### config.mk
export PLATFORM = sky130hd
export DESIGN_NAME = fact_accel
export DESIGN_NICKNAME = d
export VERILOG_FILES = /design/src/rtl/fact_accel.sv
export SDC_FILE = /design/constraint.sdc
export NUM_CORES = 1
export LEC_CHECK = 0
export BUFFER_PORTS_ARGS = -buffer_cell sky130_fd_sc_hd__buf_2
export CAP_MARGIN = 10
export CELL_PAD_IN_SITES_DETAIL_PLACEMENT = 0
export CELL_PAD_IN_SITES_GLOBAL_PLACEMENT = 1
export CORE_MARGIN = 2
export CORE_UTILIZATION = 45
export DETAILED_ROUTE_END_ITERATION = 6
export HOLD_SLACK_MARGIN = 0.03
export PLACE_DENSITY = 0.78
export SKIP_LAST_GASP = 1
export SLEW_MARGIN = 10
export SYNTH_ARGS = -nofsm -noshare
export SYNTH_HDL_FRONTEND = slang
export SYNTH_SLANG_ARGS = --single-unit
### constraint.sdc
create_clock -name clk -period 4.59 [get_ports clk]
set_input_delay 0.2295 -clock clk [delete_from_list [all_inputs] [get_ports clk]]
set_output_delay 0.2295 -clock clk [all_outputs]
set_load 0.01 [all_outputs]
### src/rtl/fact_accel.sv
// fact_accel: memory-mapped iterative factorial accelerator on the data bus.
// Ports: clk, rst (async, high), we/a/wd write port, rd combinational read, done.
//
// Register map (word offset a):
//   0 N      r/w  bits [3:0] = n, upper bits read 0
//   1 GO     w: bit0=1 starts a run; r: {31'b0, busy}
//   2 STATUS r    {30'b0, err, done}
//   3 RESULT r    last completed product
//
// Optional build macro FACT_ERR_CHK_EN: a GO with N > N_MAX does not run.
// It flags err=1, done=1 and clears RESULT. Without it err is constant 0.

module fact_accel #(
    parameter int N_MAX = 12
) (
    input  logic        clk,
    input  logic        rst,
    input  logic        we,
    input  logic [1:0]  a,
    input  logic [31:0] wd,
    output logic [31:0] rd,
    output logic        done
);

    typedef enum logic [1:0] {
        IDLE = 2'd0,
        BUSY = 2'd1,
        DONE = 2'd2
    } state_t;

    state_t      state, state_nx;
    logic [3:0]  n_reg, n_nx;
    logic [3:0]  cnt, cnt_nx;
    logic [31:0] prod, prod_nx;
    logic [31:0] result, result_nx;
    logic        done_q, done_nx;
    logic        err, err_nx;

    logic        n_wr;
    logic        go_wr;
    logic        range_err;
    logic        unused_bits;

    assign n_wr  = we && (a == 2'd0);
    assign go_wr = we && (a == 2'd1) && wd[0];

`ifdef FACT_ERR_CHK_EN
    assign range_err   = (32'(n_reg) > 32'(N_MAX));
    assign unused_bits = ^wd[31:4];
`else
    assign range_err   = 1'b0;
    assign unused_bits = ^{wd[31:4], 32'(N_MAX)};
`endif

    always_ff @(posedge clk or posedge rst) begin
        if (rst) begin
            state  <= IDLE;
            n_reg  <= 4'd0;
            cnt    <= 4'd0;
            prod   <= 32'd1;
            result <= 32'd0;
            done_q <= 1'b0;
            err    <= 1'b0;
        end else begin
            state  <= state_nx;
            n_reg  <= n_nx;
            cnt    <= cnt_nx;
            prod   <= prod_nx;
            result <= result_nx;
            done_q <= done_nx;
            err    <= err_nx;
        end
    end

    always_comb begin
        state_nx  = state;
        n_nx      = n_reg;
        cnt_nx    = cnt;
        prod_nx   = prod;
        result_nx = result;
        done_nx   = done_q;
        err_nx    = err;

        case (state)
            BUSY: begin
                // Bus writes are dropped while a run is in flight.
                if (cnt > 4'd1) begin
                    prod_nx = prod * {28'd0, cnt};
                    cnt_nx  = cnt - 4'd1;
                end else begin
                    result_nx = prod;
                    done_nx   = 1'b1;
                    state_nx  = DONE;
                end
            end
            default: begin
                // IDLE and DONE accept N writes and new GO commands alike.
                if (n_wr) begin
                    n_nx = wd[3:0];
                end
                if (go_wr) begin
                    if (range_err) begin
                        err_nx    = 1'b1;
                        done_nx   = 1'b1;
                        result_nx = 32'd0;
                    end else begin
                        cnt_nx   = n_reg;
                        prod_nx  = 32'd1;
                        done_nx  = 1'b0;
                        err_nx   = 1'b0;
                        state_nx = BUSY;
                    end
                end
            end
        endcase
    end

    always_comb begin
        rd = 32'd0;
        case (a)
            2'd0: rd = {28'd0, n_reg};
            2'd1: rd = {31'd0, state == BUSY};
            2'd2: rd = {30'd0, err, done_q};
            2'd3: rd = result;
            default: rd = 32'd0;
        endcase
    end

    assign done = done_q;

endmodule

==> impl_results.md, run 1 <==
* Mapped cell area at 7040 um2
* Post-synth top area cell: dfrtp_1
* WP data required at 4.87 ns
* Setup Buffers After CTS at 0
* PD cells at 531 nW/um2
* Fmax at 0.238 GHz
* FF+latch count, synth at 74
* Final period util at 91.5%
* Syn nets at 922
* LEAKAGE at 4.02 nW
* Clock Sinks at 74
* Ports at 70
* First-pass GRT wire length at 29200 um
* Initial antenna violation count at 0
* Drt first pass iters at 6
* Clk slew on worst S/H paths at 0.06 ns
* Layout cells sized above 1 at 14.8%
* Maximum vdd drop at 0.227 mV
* Rel. slew slack at 26.9%
* TritonCTS buffer count at 9
* Detail Route Antenna Nets at 0
* CTS tree: yes
* Biggest regs: prod x32, result x32
* Maximum clock path buffer count at 2
* CP Data Arrival Time at 4.48 ns
* Root Driver: clkbuf_16
* R2R Path Start: cnt[3]$_DFFE_PP0P_
* Critical Path Fanout Max at 19
* Cts hold-fix bufs at 0
* Most numerous cell in the Yosys netlist: inv_1
* Family with the most delay on the worst path: adder cells
* Worst setup SP type: register
* Slew @ Worst Pin at 1.09 ns
* Sequential area share after synthesis at 26.3%
* Slowest stage cell on the critical path: dfrtp_1
* WS Path Type: reg2reg
* Final max-slew violation count at 0
* Total grt overflow at 0
* Hold path start: wd[3]
* Status: complete, no violations
* Most used cell, CP: a21o_1
* 1st-iter DRT viols at 247
* CP startpoint: cnt[3]$_DFFE_PP0P_
* CTS H-Tree Depth at 3
* Commonest cells in the netlist: 115 x inv_1, 89 x and2_1, 82 x nand2_1
* Post-layout minimum cycle time at 4.20 ns
* Nets at 946
* Post-Syn Instances at 794
* Die width at 129 um
* DRC viols at 0
* Vias at 5580
* Min-Delay Path Class: in2reg
* Syn_area_per_cell at 8.87 um2
* Finished Cell Area at 7760 um2
* Core area at 15300 um2
* Vias in the first global route at 5910
* Initial Util at 46.2%
* Unrepaired setup endpoints after global routing: no
* Max Cap Violations at 0
* EDFF count, synth at 0
* Drt wl/cell at 16.6 um
* Port bufs at 41
* Vias per Instance at 5.40
* Yosys top cell area share at 25.9%
* DIE HEIGHT at 129 um
* CP bufs+invs at 3
* Clock skew at 0.00701 ns
* Std-Cell Rows at 45
* Post-cts resize count at 0
* GRT Total Usage at 22.1%
* Prevailing post-synth register cell: dfrtp_1
* Syn. warnings at 0
* Area grow syn2layout at 10.2%
* Distinct cells, synth at 61
* Final Util at 50.9%
* CP Cell Sequence: buf_4 > and2_1 > fa_1 > inv_1 > fa_1 > inv_1 > ha_1 > a21o_1 > a21o_1 > a21o_1 > a21oi_1 > a21oi_1 > or3_1 > nand3_1
* Largest stage delay on the critical path at 0.57 ns
* Number of hold violations in the final report at 0
* Routed WL at 17200 um
* Largest net degree at the start of global routing at 75
* Dpl hpwl at 12200 um
* Setup TNS Final at 0 ns
* Filler cells at 1474
* Final setup viols at 0
* Ys async rst share at 100%
* Die Area at 16700 um2
* Antenna diodes at 0
* Latest clock arrival within the worst-skew pair at 0.35 ns
* CP Capture Type: register
* Placed cell areas at 7440 um2
* GP Congestion at 0.876
* Ranking of synthesized cells by area: dfrtp_1 26%, fa_1 16%, and2_1 7.9%
-- cell usage in the layout (no fill, tap or decap), types with 6 or more instances in the layout --
cell	Yosys	final
inv_1	115	114
and2_1	89	89
nand2_1	82	82
dfrtp_1	73	73
fa_1	57	57
buf_2	8	41
mux2_2	35	35
ha_1	34	34
a21oi_1	33	33
o21ai_0	32	32
and3_1	30	30
nor2_1	24	23
a21o_1	18	18
xnor2_1	13	13
nand3_1	12	12
buf_4	0	11
nor3_1	10	10
xor2_1	9	9
clkbuf_16	0	9
a22o_1	7	7
nand4_1	6	6
or3_1	6	6
-- per-stage QoR --
| step | hold slack, ns | instances | total power, W | setup WS, ns |
|---|---|---|---|---|
| 6_report | 0.109 | 1034 | 0.00412 | 0.390 |
| 5_1_grt | 0.111 | 1034 | 0.00447 | 0.0723 |
| 4_1_cts | 0.0999 | 1034 | 0.00415 | 0.398 |
| 3_5_place_dp | 0.465 | 1018 | 0.00334 | 0.391 |
| 3_3_place_gp | 0.462 | 1018 | 0.00327 | 0.418 |
| 2_1_floorplan | 0.380 | 794 | 0.00274 | 0.883 |
-- area by class of cell --
class | count | area (um2) | area share [%]
clock inverter | 5 | 77.6 | 1.00
multi-input combinational | 566 | 4600 | 59.3
tap | 211 | 264 | 3.40
inverter | 115 | 433 | 5.58
timing repair buffer | 52 | 288 | 3.71
sequential | 74 | 1850 | 23.9
clock buffer | 11 | 243 | 3.13
-- layer usage --
layer / wire (um) / global-route usage (%) / vias to the layer above / share of wire (%)
met5: 0 / 0 / - / 0
li1: - / - / 2657 / -
met4: 255 / 6.78 / 0 / 1.5
met1: 8030 / 29.5 / 2813 / 47
met2: 8360 / 37.2 / 91 / 49
met3: 512 / 3.26 / 19 / 3.0
-- where the power goes --
group	internal, W	switching (W)
Clock	0.000489	0.000292
Combinational	0.000843	0.00124
Sequential	0.000917	0.000338
-- cell families after synthesis --
group	count (synthesis)	synth area share, %
simple gates	275	20.9
mux	38	6.22
flops	74	26.3
compound gates	140	13.2
xor+xnor	22	2.74
fa+ha+maj	91	22.2
buf+inv	154	8.37
-- path summary, 6_finish.rpt --
path / to / slack, ns / cells after the start
max in group asynchronous: result[16]$_DFFE_PP0P_ / 3.75 / 3
min in group asynchronous: n_reg[0]$_DFFE_PP0P_ / 0.20 / 3
hold reg to reg: result[7]$_DFFE_PP0P_ / 0.50 / 1
setup reg to reg: prod[29]$_DFFE_PP0P_ / 0.39 / 14
setup / recovery: prod[29]$_DFFE_PP0P_ / 0.39 / 14
hold / removal: n_reg[3]$_DFFE_PP0P_ / 0.11 / 2
No activity file was read; power rests on OpenSTA's default activity.
==> inputs of run 2 (changes only) <==
--- a/config.mk
+++ b/config.mk
@@ -5,15 +5,16 @@
 export SDC_FILE = /design/constraint.sdc
 export NUM_CORES = 1
 export LEC_CHECK = 0
+export ABC_AREA = 1
 export BUFFER_PORTS_ARGS = -buffer_cell sky130_fd_sc_hd__buf_2
 export CAP_MARGIN = 10
 export CELL_PAD_IN_SITES_DETAIL_PLACEMENT = 0
 export CELL_PAD_IN_SITES_GLOBAL_PLACEMENT = 1
 export CORE_MARGIN = 2
-export CORE_UTILIZATION = 45
+export CORE_UTILIZATION = 44
 export DETAILED_ROUTE_END_ITERATION = 6
 export HOLD_SLACK_MARGIN = 0.03
-export PLACE_DENSITY = 0.78
+export PLACE_DENSITY = 0.81
 export SKIP_LAST_GASP = 1
 export SLEW_MARGIN = 10
 export SYNTH_ARGS = -nofsm -noshare
==> impl_results.md, run 2 <==
* Status: complete, no violations (unchanged)
* Drt wl/cell at 13.4 um (was 16.6 um)
* Switching Power at 0.00261 W (was 0.00187 W)
* Commonest cells in the netlist: 370 x nand2_1, 342 x inv_1, 82 x nor2_1 (was 115 x inv_1, 89 x and2_1, 82 x nand2_1)
* Routed WL at 19700 um (was 17200 um)
* GP Congestion at 0.854 (was 0.876)
* Antenna diodes at 0 (unchanged)
* Initial Util at 45.1% (was 46.2%)
* Vias per Instance at 4.68 (was 5.40)
* Post-layout minimum cycle time at 3.87 ns (was 4.20 ns)
* Dpl hpwl at 15400 um (was 12200 um)
* Vias in the first global route at 6537 (was 5910)
* First-pass GRT wire length at 33200 um (was 29200 um)
* Clk slew on worst S/H paths at 0.06 ns (about the same)
* Syn nets at 1332 (was 922)
* Syn. warnings at 0 (unchanged)
* Latest clock arrival within the worst-skew pair at 0.34 ns (was 0.35 ns)
* Post-cts resize count at 0 (unchanged)
* Min-Delay Path Class: in2reg (unchanged)
* GRT Total Usage at 22.8% (was 22.1%)
* Max Cap Violations at 0 (unchanged)
* EDFF count, synth at 0 (unchanged)
* PD cells at 590 nW/um2 (was 531 nW/um2)
* Total internal power at 0.00241 W (was 0.00225 W)
* Clock Power Share at 14.6% (was 19.0%)
* Post-synth top area cell: dfrtp_1 (unchanged)
* Root Driver: clkbuf_16 (unchanged)
* Maximum vdd drop at 0.315 mV (was 0.227 mV)
* Rel. slew slack at 34.7% (was 26.9%)
* Maximum clock path buffer count at 2 (unchanged)
* DIE HEIGHT at 137 um (was 129 um)
* FF+latch count, synth at 74 (unchanged)
* R2R Path Start: cnt[3]$_DFFE_PP0P_ (unchanged)
* Core area at 17400 um2 (was 15300 um2)
* Number of hold violations in the final report at 0 (unchanged)
* Ys async rst share at 100% (unchanged)
* Mapped cell area at 7820 um2 (was 7040 um2)
* Yosys top cell area share at 23.4% (was 25.9%)
* Layout cells sized above 1 at 8.48% (was 14.8%)
* Post-Syn Instances at 1204 (was 794)
* CP startpoint: cnt[3]$_DFFE_PP0P_ (unchanged)
* WS Path Type: reg2reg (unchanged)
* Unrepaired setup endpoints after global routing: no (unchanged)
* CTS tree: yes (unchanged)
* Crit path capture: prod[14]$_DFFE_PP0P_ (was prod[29]$_DFFE_PP0P_)
* Most frequent cells in the layout: 370 x nand2_1, 341 x inv_1, 82 x nor2_1, 73 x dfrtp_1, 57 x fa_1 (was 114 x inv_1, 89 x and2_1, 82 x nand2_1, 73 x dfrtp_1, 57 x fa_1)
* Clock Sinks at 74 (unchanged)
* CP Data Arrival Time at 4.06 ns (was 4.48 ns)
* Fmax at 0.259 GHz (was 0.238 GHz)
* Most numerous cell in the Yosys netlist: nand2_1 (was inv_1)
* Vias at 6846 (was 5580)
* Hold_ws at 0.142 ns (was 0.109 ns)
* Die width at 137 um (was 129 um)
* Detail Route Antenna Nets at 0 (unchanged)
* Worst r2r path cells at 11 (was 14)
* LEAKAGE at 5.40 nW (was 4.02 nW)
* Final max-slew violation count at 0 (unchanged)
* Biggest regs: prod x32, result x32 (unchanged)
* Clock skew at 0.00576 ns (was 0.00701 ns)
* CTS H-Tree Depth at 3 (unchanged)
* Ranking of synthesized cells by area: dfrtp_1 23%, nand2_1 18%, inv_1 16% (was dfrtp_1 26%, fa_1 16%, and2_1 7.9%)
* Total grt overflow at 0 (unchanged)
* Slew @ Worst Pin at 0.977 ns (was 1.09 ns)
* Std-Cell Rows at 48 (was 45)
* Critical Path Fanout Max at 13 (was 19)
* Final period util at 84.3% (was 91.5%)
* Worst setup SP type: register (unchanged)
* Syn_area_per_cell at 6.50 um2 (was 8.87 um2)
* Port bufs at 41 (unchanged)
* Initial antenna violation count at 0 (unchanged)
* Final setup viols at 0 (unchanged)
* TritonCTS buffer count at 9 (unchanged)
* Setup TNS Final at 0 ns (unchanged)
* Ports at 70 (unchanged)
* Die Area at 18900 um2 (was 16700 um2)
* Most common cell after layout, fill and taps aside: nand2_1 (was inv_1)
* Drt first pass iters at 5 (was 6)
* RR Endpoint: prod[14]$_DFFE_PP0P_ (was prod[29]$_DFFE_PP0P_)
* Logic pwr share at 61.3% (was 50.6%)
* Reg2Reg Setup Slack at 0.72 ns (was 0.39 ns)
* WP data required at 4.78 ns (was 4.87 ns)
* Largest net degree at the start of global routing at 43 (was 75)
* Prevailing post-synth register cell: dfrtp_1 (unchanged)
* Area grow syn2layout at 8.73% (was 10.2%)
* Seq pwr share at 24.2% (was 30.5%)
* Distinct cells, synth at 36 (was 61)
* Sequential area share after synthesis at 23.7% (was 26.3%)
* Switch share at 52.1% (was 45.4%)
* CP Capture Type: register (unchanged)
* 1st-iter DRT viols at 428 (was 247)
* Nets at 1361 (was 946)
* DRC viols at 0 (unchanged)
[run 2: repair_timing]
item / in CTS / in global routing
endpoints found under the hold margin: 32 / 0
hold buffers: 1 / 0
buffers inserted: 0 / 0
[run 2: power by group through the flow]
stage / clock (W) / combinational, W / sequential (W)
final: 0.000731 / 0.00308 / 0.00121
after global routing: 0.000770 / 0.00359 / 0.00126
after CTS: 0.000747 / 0.00310 / 0.00121
after detailed placement: 0 / 0.00306 / 0.00122
after global placement: 0 / 0.00303 / 0.00121
after floorplan: 0 / 0.00240 / 0.00109
[run 2: how the worst min path moves through the flow]
stage               slack, ns  cells after the start  startpoint                      to
finish                   0.14                      3       wd[2]    n_reg[2]$_DFFE_PP0P_
global route             0.14                      3       wd[2]    n_reg[2]$_DFFE_PP0P_
CTS                      0.13                      3       wd[2]    n_reg[2]$_DFFE_PP0P_
detailed placement       0.32                      2         rst  result[23]$_DFFE_PP0P_
global placement         0.32                      2         rst  result[23]$_DFFE_PP0P_
floorplan                0.37                      2          we     prod[0]$_DFFE_PP1P_
[run 2: final cells by class]
class                   count  area (um2)
clock buffers              11         243
well taps                 225         282
clock inverters             5        61.3
repair buffers             50         288
inverters                 351        1320
fillers                  1872        8850
multi-input cells         747        4460
flip-flops and latches     74        1850
[run 2: cell families (layout without fill, tap and decap cells)]
family | after synthesis | after routing | synth area share [%]
XOR/XNOR | 8 | 8 | 0.896
flip-flops | 74 | 74 | 23.7
AO/OA/AOI/OAI | 108 | 108 | 7.53
adder cells (fa/ha/maj) | 91 | 91 | 20.0
AND/OR/NAND/NOR | 540 | 540 | 28.5
buffers and inverters | 383 | 417 | 19.4
[run 2: through the flow]
stage	area (um2)	power [W]	utilization, %	std cells	setup WS [ns]
after global placement	8190	0.00424	47.2	1446	0.853
after floorplan	7820	0.00350	-	1204	1.16
after detailed placement	8190	0.00428	47.2	1446	0.760
after CTS	8510	0.00505	49.0	1463	0.729
after global routing	8510	0.00562	49.0	1463	0.517
final	8510	0.00502	49.0	1463	0.723
[run 2: worst max-delay path, stage by stage, from the launching register on]
cell	delay (ns)
dfrtp_1	0.74
nand2_1	0.18
fa_1	0.54
fa_1	0.54
inv_1	0.06
fa_1	0.53
nand3_1	0.13
nand3_2	0.15
nand3_1	0.11
nand3_1	0.18
o21ai_0	0.38
o21ai_0	0.16
[run 2: metal layers]
| metal | global-route usage [%] | part of all wire [%] |
|---|---|---|
| met2 | 33.7 | 41 |
| met4 | 4.87 | 1.1 |
| met5 | 0 | 0 |
| met1 | 35.4 | 54 |
| met3 | 2.83 | 3.4 |
==> inputs of run 3 (changes only) <==
--- a/config.mk
+++ b/config.mk
@@ -5,16 +5,16 @@
 export SDC_FILE = /design/constraint.sdc
 export NUM_CORES = 1
 export LEC_CHECK = 0
-export ABC_AREA = 1
+export ABC_AREA = 0
 export BUFFER_PORTS_ARGS = -buffer_cell sky130_fd_sc_hd__buf_2
 export CAP_MARGIN = 10
 export CELL_PAD_IN_SITES_DETAIL_PLACEMENT = 0
 export CELL_PAD_IN_SITES_GLOBAL_PLACEMENT = 1
 export CORE_MARGIN = 2
-export CORE_UTILIZATION = 44
+export CORE_UTILIZATION = 42
 export DETAILED_ROUTE_END_ITERATION = 6
 export HOLD_SLACK_MARGIN = 0.03
-export PLACE_DENSITY = 0.81
+export PLACE_DENSITY = 0.77
 export SKIP_LAST_GASP = 1
 export SLEW_MARGIN = 10
 export SYNTH_ARGS = -nofsm -noshare
==> constraint.sdc (replaced) <==
create_clock -name clk -period 3.2 [get_ports clk]
set_input_delay 0.16 -clock clk [delete_from_list [all_inputs] [get_ports clk]]
set_output_delay 0.16 -clock clk [all_outputs]
set_load 0.01 [all_outputs]
==> impl_results.md, run 3 (synthesis gave the netlist of run 1 again) <==
* R2R Path Start: cnt[3]$_DFFE_PP0P_ (unchanged)
* Number of hold violations in the final report at 0 (unchanged)
* Die Area at 17800 um2 (was 18900 um2)
* PD cells at 771 nW/um2 (was 590 nW/um2)
* Rel. slew slack at 46.6% (was 34.7%)
* Total grt overflow at 0 (unchanged)
* Failing checks: setup timing
* LEAKAGE at 4.72 nW (was 5.40 nW)
* Drt wl/cell at 16.8 um (was 13.4 um)
* Final period util at 114% (was 84.3%)
* Antenna diodes at 0 (unchanged)
* Most frequent cells in the layout: 133 x buf_4, 105 x inv_1, 77 x nand2_1, 71 x dfrtp_1, 67 x and2_1 (was 370 x nand2_1, 341 x inv_1, 82 x nor2_1, 73 x dfrtp_1, 57 x fa_1)
* WS Path Type: reg2reg (unchanged)
* Crit path capture: prod[15]$_DFFE_PP0P_ (was prod[14]$_DFFE_PP0P_)
* Post-layout minimum cycle time at 3.64 ns (was 3.87 ns)
* Drt first pass iters at 5 (unchanged)
* Vias in the first global route at 6565 (was 6537)
* PnR Total Power at 0.00718 W (was 0.00502 W)
* Maximum clock path buffer count at 2 (unchanged)
* Initial Util at 42.8% (was 45.1%)
* GP Congestion at 0.902 (was 0.854)
* Unrepaired setup endpoints after global routing: yes (was no)
* WP data required at 3.44 ns (was 4.78 ns)
* Maximum vdd drop at 0.377 mV (was 0.315 mV)
* Critical Path Fanout Max at 12 (was 13)
* Slew @ Worst Pin at 0.801 ns (was 0.977 ns)
* Setup TNS Final at -6.86 ns (was 0 ns)
* Initial antenna violation count at 0 (unchanged)
* CP startpoint: cnt[3]$_DFFE_PP0P_ (unchanged)
* Final setup viols at 23 (was 0)
* CTS H-Tree Depth at 3 (unchanged)
* Nets at 1077 (was 1361)
* Vias per Instance at 5.23 (was 4.68)
* Finished Cell Area at 9310 um2 (was 8510 um2)
* Clk slew on worst S/H paths at 0.07 ns (was 0.06 ns)
* FF+latch area at 1860 um2 (was 1850 um2)
* Area of the multi-input gates at 5090 um2 (was 4460 um2)
* Largest net degree at the start of global routing at 45 (was 43)
* Detail Route Antenna Nets at 0 (unchanged)
* Die width at 133 um (was 137 um)
* Max Cap Violations at 0 (unchanged)
* DRC viols at 0 (unchanged)
* Std-Cell Rows at 47 (was 48)
* Ports at 70 (unchanged)
* Pre-CTS setup slack at -0.555 ns (was 0.760 ns)
* Biggest regs: prod x32, result x32 (unchanged)
* RR Endpoint: prod[15]$_DFFE_PP0P_ (was prod[14]$_DFFE_PP0P_)
* Fmax at 0.275 GHz (was 0.259 GHz)
* Routed WL at 19700 um (about the same)
* DIE HEIGHT at 133 um (was 137 um)
* Clock Sinks at 74 (unchanged)
* Core area at 16500 um2 (was 17400 um2)
* Final max-slew violation count at 0 (unchanged)
* Port bufs at 41 (unchanged)
* Post-route setup slack at -0.438 ns (was 0.723 ns)
* Dpl hpwl at 14600 um (was 15400 um)
* Reg2Reg Setup Slack at -0.44 ns (was 0.72 ns)
* Latest clock arrival within the worst-skew pair at 0.36 ns (was 0.34 ns)
* 1st-iter DRT viols at 351 (was 428)
* CTS tree: yes (unchanged)
* First-pass GRT wire length at 32500 um (was 33200 um)
* Root Driver: clkbuf_16 (unchanged)
* Status: finished, violations left (was complete, no violations)
* TritonCTS buffer count at 9 (unchanged)
* Area grow syn2layout at 32.2% (was 8.73%)
* Layout Cells excl Fill at 1174 (was 1463)
* Worst r2r path cells at 14 (was 11)
* Min-Delay Path Class: in2reg (unchanged)
* Layout cells sized above 1 at 36.1% (was 8.48%)
* Vias at 6138 (was 6846)
* CP Data Arrival Time at 3.88 ns (was 4.06 ns)
* Clock skew at 0.00797 ns (was 0.00576 ns)
* Inst Count DP at 1143 (was 1446)
* Placed cell areas at 8620 um2 (was 8190 um2)
* Most common cell after layout, fill and taps aside: buf_4 (was nand2_1)
* CP Capture Type: register (unchanged)
* Filler cells at 1510 (was 1872)
* GRT Total Usage at 23.2% (was 22.8%)
* Worst setup SP type: register (unchanged)
[run 3: cell types whose count changed in the layout (fill, tap and decap cells not counted), moves of 24 or more]
cell / change
buf_4: +126
nand2_1: -293
and2_1: +66
inv_1: -236
a21oi_1: -24
nand3_1: -35
nor2_1: -62
and3_1: +28
mux2_2: +35
[run 3: final cells by class]
class / count / area share, %
clock buffers: 9 / 2.42
clock inverters: 7 / 0.913
inverters: 115 / 4.65
multi-input cells: 566 / 54.6
flip-flops and latches: 74 / 19.9
well taps: 220 / 2.96
repair buffers: 183 / 14.5
[run 3: what timing repair did]
item,CTS,global route
buffers inserted,6,5
endpoints found under the setup margin,24,25
gates resized for setup,20,34
cloned,0,1
pin swaps,19,11
hold endpoints to repair,44,0
hold buffers,3,0
[run 3: worst min-delay path by stage]
stage               startpoint                    end  slack [ns]  cells after the start
finish                   wd[2]   n_reg[2]$_DFFE_PP0P_        0.04                      2
global route             wd[2]   n_reg[2]$_DFFE_PP0P_        0.03                      2
CTS                      wd[2]   n_reg[2]$_DFFE_PP0P_        0.04                      2
detailed placement         rst   n_reg[3]$_DFFE_PP0P_        0.32                      2
global placement           rst  result[3]$_DFFE_PP0P_        0.31                      2
floorplan                wd[0]   n_reg[0]$_DFFE_PP0P_        0.31                      1
[run 3: per-layer routing]
metal,vias to the layer above,track usage (%),share of wire [%],wire (um)
met3,27,2.32,2.5,492
met1,3086,29.2,43,8550
met5,-,0,0,0
li1,2920,-,-,-
met4,0,8.87,2.2,430
met2,105,41.1,52,10200
[run 3: metrics by stage]
| step | util, % | hold WS, ns |
|---|---|---|
| finish | 56.6 | 0.0440 |
| global route | 56.6 | 0.0326 |
| CTS | 55.3 | 0.0370 |
| detailed placement | 52.4 | 0.324 |
| global placement | 52.4 | 0.309 |
| floorplan | - | 0.311 |
[run 3: power breakdown]
part / internal [W] / total, W / leakage [nW] / switching (W)
Sequential: 0.00132 / 0.00166 / 0.960 / 0.000338
Combinational: 0.00210 / 0.00444 / 3.61 / 0.00234
Clock: 0.000619 / 0.00109 / 0.146 / 0.000473
Total: 0.00404 / 0.00718 / 4.72 / 0.00315
[run 3: critical path: stages (launching register included)]
cell       delay, ns
dfrtp_2         0.44
buf_8           0.16
and2_4          0.16
fa_1            0.53
inv_1           0.05
fa_1            0.48
inv_2           0.05
ha_4            0.23
a21o_1          0.19
a21oi_4         0.20
a21boi_2        0.10
o2111ai_2       0.23
a31oi_2         0.13
or3_1           0.32
a32o_1          0.26
